==> src/rtl/button_inc_pulser_if.sv <==
// Button pin and conditioned outputs of one button_inc_pulser instance.
// master drives the raw pin and observes the strobes; slave is the pulser.
interface button_inc_pulser_if;
  logic btn_in;
  logic inc;
  logic btn_level;
  logic repeating;

  modport master (
    output btn_in,
    input  inc,
    input  btn_level,
    input  repeating
  );

  modport slave (
    input  btn_in,
    output inc,
    output btn_level,
    output repeating
  );
endinterface

==> src/rtl/button_inc_pulser.sv <==
// Turns a raw push-button into single-cycle increment strobes:
// synchroniser, debounce, one pulse per press and optional auto-repeat while held.
module button_inc_pulser #(
  parameter int unsigned SYNC_STAGES     = 2,
  parameter int unsigned DEBOUNCE_CYCLES = 100_000,
  parameter int unsigned HOLD_CYCLES     = 50_000_000,
  parameter int unsigned REPEAT_CYCLES   = 10_000_000,
  parameter bit          REPEAT_EN       = 1'b1
) (
  input logic                clk,
  input logic                reset_n,
  button_inc_pulser_if.slave btn
);

  localparam int unsigned MAX_DH  = (DEBOUNCE_CYCLES > HOLD_CYCLES) ? DEBOUNCE_CYCLES : HOLD_CYCLES;
  localparam int unsigned MAX_CYC = (MAX_DH > REPEAT_CYCLES) ? MAX_DH : REPEAT_CYCLES;
  localparam int unsigned TW      = $clog2(MAX_CYC) + 1;

  // The entry sample is taken in the previous state, so the wait states need D-1 more samples.
  localparam int unsigned DEB_LAST_I = (DEBOUNCE_CYCLES >= 2) ? DEBOUNCE_CYCLES - 2 : 0;
  localparam logic [TW-1:0] DEB_LAST  = TW'(DEB_LAST_I);
  localparam logic [TW-1:0] HOLD_LAST = TW'(HOLD_CYCLES - 1);
  localparam logic [TW-1:0] REP_LAST  = TW'(REPEAT_CYCLES - 1);

  localparam logic [2:0] S_IDLE         = 3'd0;
  localparam logic [2:0] S_PRESS_WAIT   = 3'd1;
  localparam logic [2:0] S_HELD         = 3'd2;
  localparam logic [2:0] S_REPEAT       = 3'd3;
  localparam logic [2:0] S_RELEASE_WAIT = 3'd4;

  logic [SYNC_STAGES-1:0] sync_q;
  logic                   btn_sync;
  logic [2:0]             state_q, state_d;
  logic [TW-1:0]          timer_q, timer_d, timer_inc;
  logic                   inc_q, inc_d;
  logic                   level_q, level_d;
  logic                   rep_q, rep_d;
  logic [2:0]             release_state;

  assign btn_sync      = sync_q[SYNC_STAGES-1];
  assign timer_inc     = (timer_q == {TW{1'b1}}) ? timer_q : timer_q + 1'b1;
  assign release_state = (DEBOUNCE_CYCLES == 1) ? S_IDLE : S_RELEASE_WAIT;

  always_comb begin
    state_d = state_q;
    timer_d = timer_inc;
    inc_d   = 1'b0;
    case (state_q)
      S_IDLE: begin
        if (btn_sync) begin
          if (DEBOUNCE_CYCLES == 1) begin
            state_d = S_HELD;
            inc_d   = 1'b1;
          end else begin
            state_d = S_PRESS_WAIT;
          end
        end
      end
      S_PRESS_WAIT: begin
        if (!btn_sync) begin
          state_d = S_IDLE;
        end else if (timer_q >= DEB_LAST) begin
          state_d = S_HELD;
          inc_d   = 1'b1;
        end
      end
      S_HELD: begin
        if (!btn_sync) begin
          state_d = release_state;
        end else if (REPEAT_EN && (timer_q >= HOLD_LAST)) begin
          state_d = S_REPEAT;
          inc_d   = 1'b1;
        end
      end
      S_REPEAT: begin
        // Release takes priority over a coincident repeat pulse.
        if (!btn_sync) begin
          state_d = release_state;
        end else if (timer_q >= REP_LAST) begin
          inc_d   = 1'b1;
          timer_d = '0;
        end
      end
      S_RELEASE_WAIT: begin
        if (btn_sync) begin
          state_d = S_HELD;
        end else if (timer_q >= DEB_LAST) begin
          state_d = S_IDLE;
        end
      end
      default: state_d = S_IDLE;
    endcase
    if (state_d != state_q) begin
      timer_d = '0;
    end
  end

  always_comb begin
    level_d = (state_d == S_HELD) || (state_d == S_REPEAT) || (state_d == S_RELEASE_WAIT);
    rep_d   = (state_d == S_REPEAT);
  end

  always_ff @(posedge clk) begin
    if (!reset_n) begin
      sync_q  <= '0;
      state_q <= S_IDLE;
      timer_q <= '0;
      inc_q   <= 1'b0;
      level_q <= 1'b0;
      rep_q   <= 1'b0;
    end else begin
      sync_q  <= {sync_q[SYNC_STAGES-2:0], btn.btn_in};
      state_q <= state_d;
      timer_q <= timer_d;
      inc_q   <= inc_d;
      level_q <= level_d;
      rep_q   <= rep_d;
    end
  end

  assign btn.inc       = inc_q;
  assign btn.btn_level = level_q;
  assign btn.repeating = rep_q;

endmodule

==> src/flat_wrapper.sv <==
// flat-port wrapper written by rule: the top's interface ports become plain ports
module button_inc_pulser_flat 
#(
  parameter int unsigned SYNC_STAGES     = 2,
  parameter int unsigned DEBOUNCE_CYCLES = 100_000,
  parameter int unsigned HOLD_CYCLES     = 50_000_000,
  parameter int unsigned REPEAT_CYCLES   = 10_000_000,
  parameter bit          REPEAT_EN       = 1'b1
)
  (clk, reset_n, btn_btn_in, btn_inc, btn_btn_level, btn_repeating);
  button_inc_pulser_if btn_i ();
  input logic clk;
  input logic reset_n;
  input wire logic [$bits(btn_i.btn_in)-1:0] btn_btn_in;
  output wire logic [$bits(btn_i.inc)-1:0] btn_inc;
  output wire logic [$bits(btn_i.btn_level)-1:0] btn_btn_level;
  output wire logic [$bits(btn_i.repeating)-1:0] btn_repeating;
  assign btn_i.btn_in = btn_btn_in;
  assign btn_inc = btn_i.inc;
  assign btn_btn_level = btn_i.btn_level;
  assign btn_repeating = btn_i.repeating;
  button_inc_pulser #(.SYNC_STAGES(SYNC_STAGES), .DEBOUNCE_CYCLES(DEBOUNCE_CYCLES), .HOLD_CYCLES(HOLD_CYCLES), .REPEAT_CYCLES(REPEAT_CYCLES), .REPEAT_EN(REPEAT_EN)) u_core (.clk(clk), .reset_n(reset_n), .btn(btn_i));
endmodule
==> config.mk <==
export PLATFORM = sky130hd
export DESIGN_NAME = button_inc_pulser_flat
export DESIGN_NICKNAME = d
export VERILOG_FILES = /design/src/rtl/button_inc_pulser_if.sv /design/src/rtl/button_inc_pulser.sv /design/src/flat_wrapper.sv
export SDC_FILE = /design/constraint.sdc
export NUM_CORES = 1
export LEC_CHECK = 0
export ABC_AREA = 1
export CELL_PAD_IN_SITES_DETAIL_PLACEMENT = 1
export CELL_PAD_IN_SITES_GLOBAL_PLACEMENT = 2
export CORE_UTILIZATION = 32
export CTS_BUF_LIST = sky130_fd_sc_hd__clkbuf_4
export DETAILED_ROUTE_END_ITERATION = 12
export PLACE_DENSITY_LB_ADDON = 0.1
export SYNTH_ARGS = -nofsm -noshare
export SYNTH_HDL_FRONTEND = slang
export SYNTH_SLANG_ARGS = --single-unit
export TNS_END_PERCENT = 5
==> constraint.sdc <==
create_clock -name clk -period 1.9 [get_ports clk]
set_input_delay 0.38 -clock clk [delete_from_list [all_inputs] [get_ports clk]]
set_output_delay 0.38 -clock clk [all_outputs]
set_load 0.1 [all_outputs]
---- Word level (Yosys, flattened, before mapping) ----
Cells that the tools add are included.
word-level totals
  bits in registers ....................... 35
  input bits .............................. 3
  output and inout port bits .............. 3
  logic and storage cells ................. 44
cells by class
  add/sub/neg operators ................... 1
  $lt $le $gt $ge ......................... 3
  equal/unequal tests ..................... 9
  multiplexer cells ....................... 20
  bitwise gates (word level) .............. 1
  reductions and logical operators ........ 4
operator list
  kind                   number
  $mux 27                4
  $add 27x1->27 const B  1
  $eq 27x27->1 const B   1
  $ge 27x17->1 const B   1
  $ge 27x24->1 const B   1
  $ge 27x26->1 const B   1
  $mux 3                 8
  $pmux 3 s5             1
  $eq 3x2->1 const B     4
  $eq 3x3->1 const B     2
  $mux 1                 6
  $eq 3x1->1 const B     1
  $logic_not 3->1        1
  $ne 3x3->1             1
  $pmux 1 s3             1
  $logic_or 1x1->1       2
  $reduce_or 2->1        1
  $not 1->1              1

---- Longest topological paths before layout ----
Gate-level depths: netlist of run 1.
  depth after elaboration ................. 7
  gate-level depth with buffers ........... 15

---- Worst setup path after synthesis of run 1 ----
Ideal clock, no wire load.
  path kind ............................... reg-to-reg
  start ................................... reg u_core.timer_q[1]
  end ..................................... reg u_core.timer_q[9]
  setup time .............................. 0.112 ns
  data arrival time ....................... 1.817 ns
  setup slack ............................. -0.029 ns
  stages on the path, launching flop included .. 12
  path buffers ............................ 0
  clock period less this slack ............ 1.929 ns
  path through ............................ dfxtp_1 -> ha_1 -> nand3_1 -> nor2_1 -> nand2_1 -> nor3_2 -> nand3_2 -> nand2_1 -> nor2_1 -> or2_2 -> nand3_1 -> nor2_2
on the way
  word-level cells in the longest chain between the ends .. 6
ends and longest elaborated chain
  what                                                 line                                                                       RTL
  start: declaration                                   button_inc_pulser.sv:34                                                    logic [TW-1:0] timer_q, timer_d, timer_inc;
  start signal: assignment                             button_inc_pulser.sv:114                                                   timer_q <= timer_d;
  $ge 27x17->1 / $ge 27x26->1 (equally long branches)  button_inc_pulser.sv:62, button_inc_pulser.sv:87, button_inc_pulser.sv:70
  $mux 3 (on tied branches)                            button_inc_pulser.sv:87, button_inc_pulser.sv:62, button_inc_pulser.sv:70
  $mux 3 (on tied branches)                            button_inc_pulser.sv:85, button_inc_pulser.sv:60, button_inc_pulser.sv:68
  $pmux 3 s5                                           button_inc_pulser.sv:48                                                    case (state_q)
  $ne 3x3->1                                           button_inc_pulser.sv:93                                                    if (state_d != state_q) begin
  $reduce_or 2->1 (no line)                            -
Parallel ways exist; a longest one is shown, timed or not.
A chain may end at the register's enable or synchronous reset.

---- Worst setup path after layout of run 1 ----
  start ................................... reg u_core.timer_q[0]
  end ..................................... reg u_core.timer_q[12]
The elaborated chain is that of the path after synthesis.

==> results of run 1 <==
layout make-up:
type | instances | area share
clock buffers | 5 | 0.0110
clock inverters | 3 | 0.0198
inverters | 49 | 0.0538
multi-input cells | 291 | 0.444
flip-flops and latches | 35 | 0.210
well taps | 99 | 0.0362
repair buffers | 95 | 0.225
per-layer routing:
layer  vias up  share of wire  track usage
met5         -              0            0
met3         8          0.022       0.0299
met2        23           0.51        0.422
met1      1300           0.46        0.305
li1       1412              -            -
met4         0          0.013       0.0616
cells by family after synthesis:
group,Yosys count,share of synthesized area
compound gates,30,0.0718
xor+xnor,14,0.0513
fa+ha+maj,2,0.0105
buf+inv,57,0.101
flops,35,0.293
simple gates,245,0.472
power breakdown:
part / switching, mW / internal (mW) / leakage (nW)
Combinational: 0.0527 / 0.0452 / 1.23
Sequential: 0.00775 / 0.743 / 0.290
Clock: 0.298 / 0.409 / 0.0514
Yosys cell counts (2+ instances only):
library cell	count	area, µm²
nor3_1	16	80.1
buf_6	3	33.8
nor4_1	2	12.5
nand4_1	13	81.3
buf_2	3	15.0
nor2_1	72	270
nand3_1	35	175
a21o_1	2	15.0
a21oi_1	5	25.0
nor3_2	2	20.0
dfxtp_1	35	701
o21ai_0	16	80.1
or2_0	2	12.5
nand3b_1	2	15.0
inv_1	47	176
nand2_1	78	293
ha_1	2	25.0
xor2_1	13	114
and3_1	2	12.5
nand3_2	2	20.0
or2_2	2	12.5
a31oi_1	3	18.8
nor2_2	12	75.1
state kept, by name (all words and copies together), names as in the netlist:
name,count
u_core.btn.repeating,1
u_core.sync_q,2
u_core.timer_q,27
u_core.btn.btn_level,1
u_core.btn.inc,1
u_core.state_q,3
stage by stage:
step | hold WS [ns] | std cells
finish | 0.432 | 577
CTS | 0.434 | 576
floorplan | 0.390 | 383
global placement | 0.400 | 568
global route | 0.486 | 577
detailed placement | 0.410 | 568
cells in the final DEF, fill, tap and decap left out, types with 2 or more instances in the layout:
cell type | synthesis | routed
dfxtp_1 | 35 | 20
nand4_1 | 13 | 13
nand3_4 | 1 | 2
nor2_2 | 12 | 18
nand2_2 | 1 | 6
a31oi_1 | 3 | 3
buf_12 | 0 | 4
a21oi_1 | 5 | 5
dfxtp_2 | 0 | 15
nor2_1 | 72 | 66
a21o_1 | 2 | 2
clkbuf_4 | 0 | 5
o21ai_0 | 16 | 14
nand3_2 | 2 | 3
xor2_1 | 13 | 13
nor3_2 | 2 | 5
o21ai_1 | 0 | 2
nand3_1 | 35 | 33
and3_1 | 2 | 2
or2_2 | 2 | 2
nor3_1 | 16 | 12
clkdlybuf4s50_1 | 0 | 2
nand3b_1 | 2 | 2
buf_4 | 0 | 89
inv_1 | 47 | 46
bufinv_16 | 0 | 2
inv_2 | 1 | 2
nand2_1 | 78 | 73
or2_0 | 2 | 2
nor4_1 | 2 | 2
timing repair:
action	in CTS	in global routing
pin swaps	1	1
setup endpoints to repair	29	32
setup buffers	0	1
gates resized for setup	21	16
critical path: stages (launching register included):
cell      delay, ns
dfxtp_2        0.35
ha_2           0.19
nand3_1        0.09
nor2_2         0.14
nand2_2        0.09
nor3_4         0.19
nand3_4        0.13
buf_4          0.18
nand4_1        0.12
nor2_1         0.10
a21boi_1       0.12
o21ai_0        0.09
nor2_1         0.10
final timing paths:
path	startpoint	endpoint	slack, ns	depth (start not counted)
setup / recovery	u_core.timer_q[0]	u_core.timer_q[12]	-0.05	12
hold / removal	u_core.sync_q[0]	u_core.sync_q[1]	0.43	2
setup reg to reg	u_core.timer_q[0]	u_core.timer_q[12]	-0.05	12
hold reg to reg	u_core.sync_q[0]	u_core.sync_q[1]	0.43	2
==> impl_metrics.toml, run 1 <==
[setup_path]
critPathMaxFanout = 5
critPathCaptureType = "flip-flop"
worst_ep_arrival_time_ns = 2.24
worstSetupPathType = "flip-flop to flip-flop"
required_ns = 2.19
worstSetupStartpointType = "flip-flop"

[yosys]
avgSynthCellArea_um2 = 6.24
ys_async_sr_fraction = 0
syn_nets = 388
yosysWarnings = 0
synthFlopType = "dfxtp_1"
synthesis.area_mm2 = 0.00239
synth-seq-cells = 35
synth-edff-count = 0
ys_types = 37
yosysSeqAreaShare = 0.293
synthCells = 383

[sta]
skew_ns = 0.0116
period_share = 1.03
period_minus_slack_ns = 1.95
setup_viol = 27
fin_ws_ns = -0.0510
tightestPinTransition_ns = 0.348
slew_violations = 0
fmax_mhz = 513
hold_viol = 0
setup_tns_ns = -0.829
relSlewSlack = 0.767
rsz0062_at_grt = "yes"

[grt]
gr-total-overflow = 0
grtUsageTotal = 0.238
antenna_found_initial = 0
first_global_vias = 2781
grt_first_pass_wirelength_um = 13900
grt_max_degree = 15

[route]
ant_nets = 0
totalWireLength_um = 8590
vias = 2743
via_per_inst = 4.75
firstDrtPassIters = 4
remaining_drc_errors = 0
drt_iter0_drc = 104
wire_per_inst_um = 14.9

[run_status]
run_status = "finished with violations"
violations = "setup timing"

[pwr]
vdd_drop_max_mv = 0.266
p_leak_nw = 1.57
power_density_mw_per_mm2 = 455
total_power_mw = 1.56

[place]
io_buffers = 5
place_congestion = 0.888
dpl_cell_area_mm2 = 0.00322
place_ws_ns = -0.147
place_hpwl_um = 7190

[cells_and_area]
postLayoutCoreUtil = 0.474
antenna_cells = 0
layout-drive-gt1-share = 0.333
final-seq-area_um2 = 719
area_delta_synth_final_pct = 43.2
fillCellCount = 1011
fin_nets = 482
fin_area_mm2 = 0.00342
multi_input_area_mm2 = 0.00152

[clocking]
numCtsBuffers = 5
worstSkewPairLatency_ns = 0.36
cts.clk_slew.worst_paths_ns = 0.13
clockBufferDepth = 2
hold_buffers = 0
cts_tree = "built"
cts_sinks = 35
htree_levels = 2
cts_root_buffer = "clkbuf_4"

[floorplanning]
row_count = 31
fp.coreArea_mm2 = 0.00721
dieArea_mm2 = 0.00781
fp.dieH_um = 88.4
initial_core_util = 0.331
die_w_um = 88.4
ioPinCount = 6

[hold_path]
min_path_type = "flip-flop to flip-flop"

[job]
max_cap_violations = 0
No activity file was read; power rests on OpenSTA's default activity.
==> run 2, diff against run 1 <==
--- a/constraint.sdc
+++ b/constraint.sdc
@@ -3,2 +3,2 @@
 set_output_delay 0.38 -clock clk [all_outputs]
-set_load 0.1 [all_outputs]
+set_load 0.005 [all_outputs]
==> run 2 against run 1 <==
  * Wire length increased by 6.9%
  * The run still ends with setup timing left
  * Critical path type unchanged
  * Die area unchanged
  * Via count increased by 4.0%
  * Cell count increased by 0.52%
==> impl_metrics.toml, run 2 (synthesized netlist as in run 1, its figures left out) <==
[setup_path]
setup.worst_path.start = "u_core.timer_q[22]"
worstSetupStartpointType = "flip-flop"
ff2ff_setup_slack_ns = -0.17
r2r-start = "u_core.timer_q[22]"
required_ns = 2.20
path_cells = "nor2_2, inv_1, nor2_1, nand4_1, nor2_2, nand3_1, nand3_2, nand2_4, a21oi_4, nand3_4, clkbuf_16, nor2_2"
crit_slowest_cell = "dfxtp_2"
cp.depth = 12
worst_ep_arrival_time_ns = 2.36
worstSetupPathType = "flip-flop to flip-flop"
critPathMostFrequentCell = "nor2_2"
critPathCaptureType = "flip-flop"
critPathBufInv = 2
reg2reg_depth = 12
r2r-end = "u_core.timer_q[4]"
cpLargestDelayFamily = "simple AND/OR/NAND/NOR gates"
critPathMaxFanout = 7
critPathMaxStageDelay_ns = 0.37
crit_end = "u_core.timer_q[4]"

[sta]
setup_tns_ns = -3.83
skew_ns = 0.0176
rsz0062_at_grt = "yes"
fmax_mhz = 484
period_minus_slack_ns = 2.07
slew_violations = 0
hold_viol = 0
setup_viol = 27
tightestPinTransition_ns = 0.315
period_share = 1.09
holdWs_ns = 0.429
fin_ws_ns = -0.166
relSlewSlack = 0.790

[clocking]
clockBufferDepth = 2
worstSkewPairLatency_ns = 0.37
cts_tree = "built"
cts.clk_slew.worst_paths_ns = 0.14
cts_root_buffer = "clkbuf_4"
htree_levels = 2
hold_buffers = 0
cts_sinks = 35
numCtsBuffers = 5

[cells_and_area]
area_delta_synth_final_pct = 50.5
layout-drive-gt1-share = 0.376
final_common_cell = "buf_4"
top_regs = "u_core.timer_q (27), u_core.state_q (3), u_core.sync_q (2)"
fillCellCount = 967
top_register = "u_core.timer_q"
fin_nets = 485
largest_register_ffs = 27
layout_common_cells = "buf_4 (84), nand2_1 (72), nor2_1 (55), inv_1 (47), nand3_1 (29)"
postLayoutCoreUtil = 0.498
antenna_cells = 0

[floorplanning]
fp.dieH_um = 88.4
initial_core_util = 0.331
die_w_um = 88.4
fp.coreArea_mm2 = 0.00721
row_count = 31
dieArea_mm2 = 0.00781
ioPinCount = 6

[route]
via_per_inst = 4.92
dr_wl_met3_um = 185
firstDrtPassIters = 4
totalWireLength_um = 9180
vias = 2854
ant_nets = 0
remaining_drc_errors = 0
wl_met2_um = 4740
wl_met1_um = 4150
drt_iter0_drc = 112
top_layer = "met4"
wire_per_inst_um = 15.8

[grt]
grtUsageTotal = 0.234
gr-total-overflow = 0
grt_max_degree = 15
antenna_found_initial = 0
first_global_vias = 2763
grt_first_pass_wirelength_um = 13600

[pwr]
power_density_mw_per_mm2 = 447
p_leak_nw = 1.62
vdd_drop_max_mv = 0.293
total_power_mw = 1.61

[job]
max_cap_violations = 0

[hold_path]
min_path_type = "flip-flop to flip-flop"
whs_path_depth = 2

[place]
io_buffers = 5
place_ws_ns = -0.147
place_hpwl_um = 7260
place_congestion = 0.882

[run_status]
run_status = "finished with violations"
violations = "setup timing"
==> run 2: layer usage <==
metal | global-route usage | vias up
met5 | 0 | -
met4 | 0.0587 | 0
met3 | 0.0280 | 11
met2 | 0.426 | 31
met1 | 0.291 | 1396
li1 | - | 1416
==> run 2: cell type report <==
type,instances,area (µm²),share of cell area
clock inverters,3,67.6,0.0188
repair buffers,98,845,0.235
well taps,99,124,0.0345
flip-flops and latches,35,728,0.203
multi-input cells,291,1610,0.447
clock buffers,5,37.5,0.0104
inverters,49,186,0.0519
==> run 2: what timing repair did <==
action	CTS	global route
resized for setup	13	56
setup endpoints to repair	30	32
gates cloned	0	2
pin swaps	0	16
setup buffers	0	3
==> run 2: worst min-delay path by stage <==
stage	slack, ns	end	start
after detailed placement	0.41	u_core.sync_q[1]	u_core.sync_q[0]
after global routing	0.45	u_core.sync_q[1]	u_core.sync_q[0]
after global placement	0.40	u_core.sync_q[1]	u_core.sync_q[0]
after floorplan	0.39	u_core.sync_q[1]	u_core.sync_q[0]
final	0.43	u_core.sync_q[1]	u_core.sync_q[0]
after CTS	0.43	u_core.sync_q[1]	u_core.sync_q[0]
==> run 2: worst register-to-register path: stages, from the launching register on <==
cell and delay, ns:
dfxtp_2 0.37, nor2_2 0.16, inv_1 0.09, nor2_1 0.11, nand4_1 0.17, nor2_2 0.17
nand3_1 0.10, nand3_2 0.10, nand2_4 0.07, a21oi_4 0.18, nand3_4 0.17, clkbuf_16 0.23
nor2_2 0.07
==> run 2: metrics by stage <==
step | std cells | instance area (µm²)
6_report | 580 | 3590
3_3_place_gp | 567 | 3220
5_1_grt | 580 | 3590
3_5_place_dp | 567 | 3220
2_1_floorplan | 383 | 2390
4_1_cts | 575 | 3350
==> run 2: where the power goes <==
group	total [mW]	leakage [nW]	internal [mW]	switching, mW
logic	0.132	1.28	0.0642	0.0676
clock network	0.728	0.0514	0.409	0.319
registers	0.748	0.292	0.739	0.00920
total	1.61	1.62	1.21	0.395
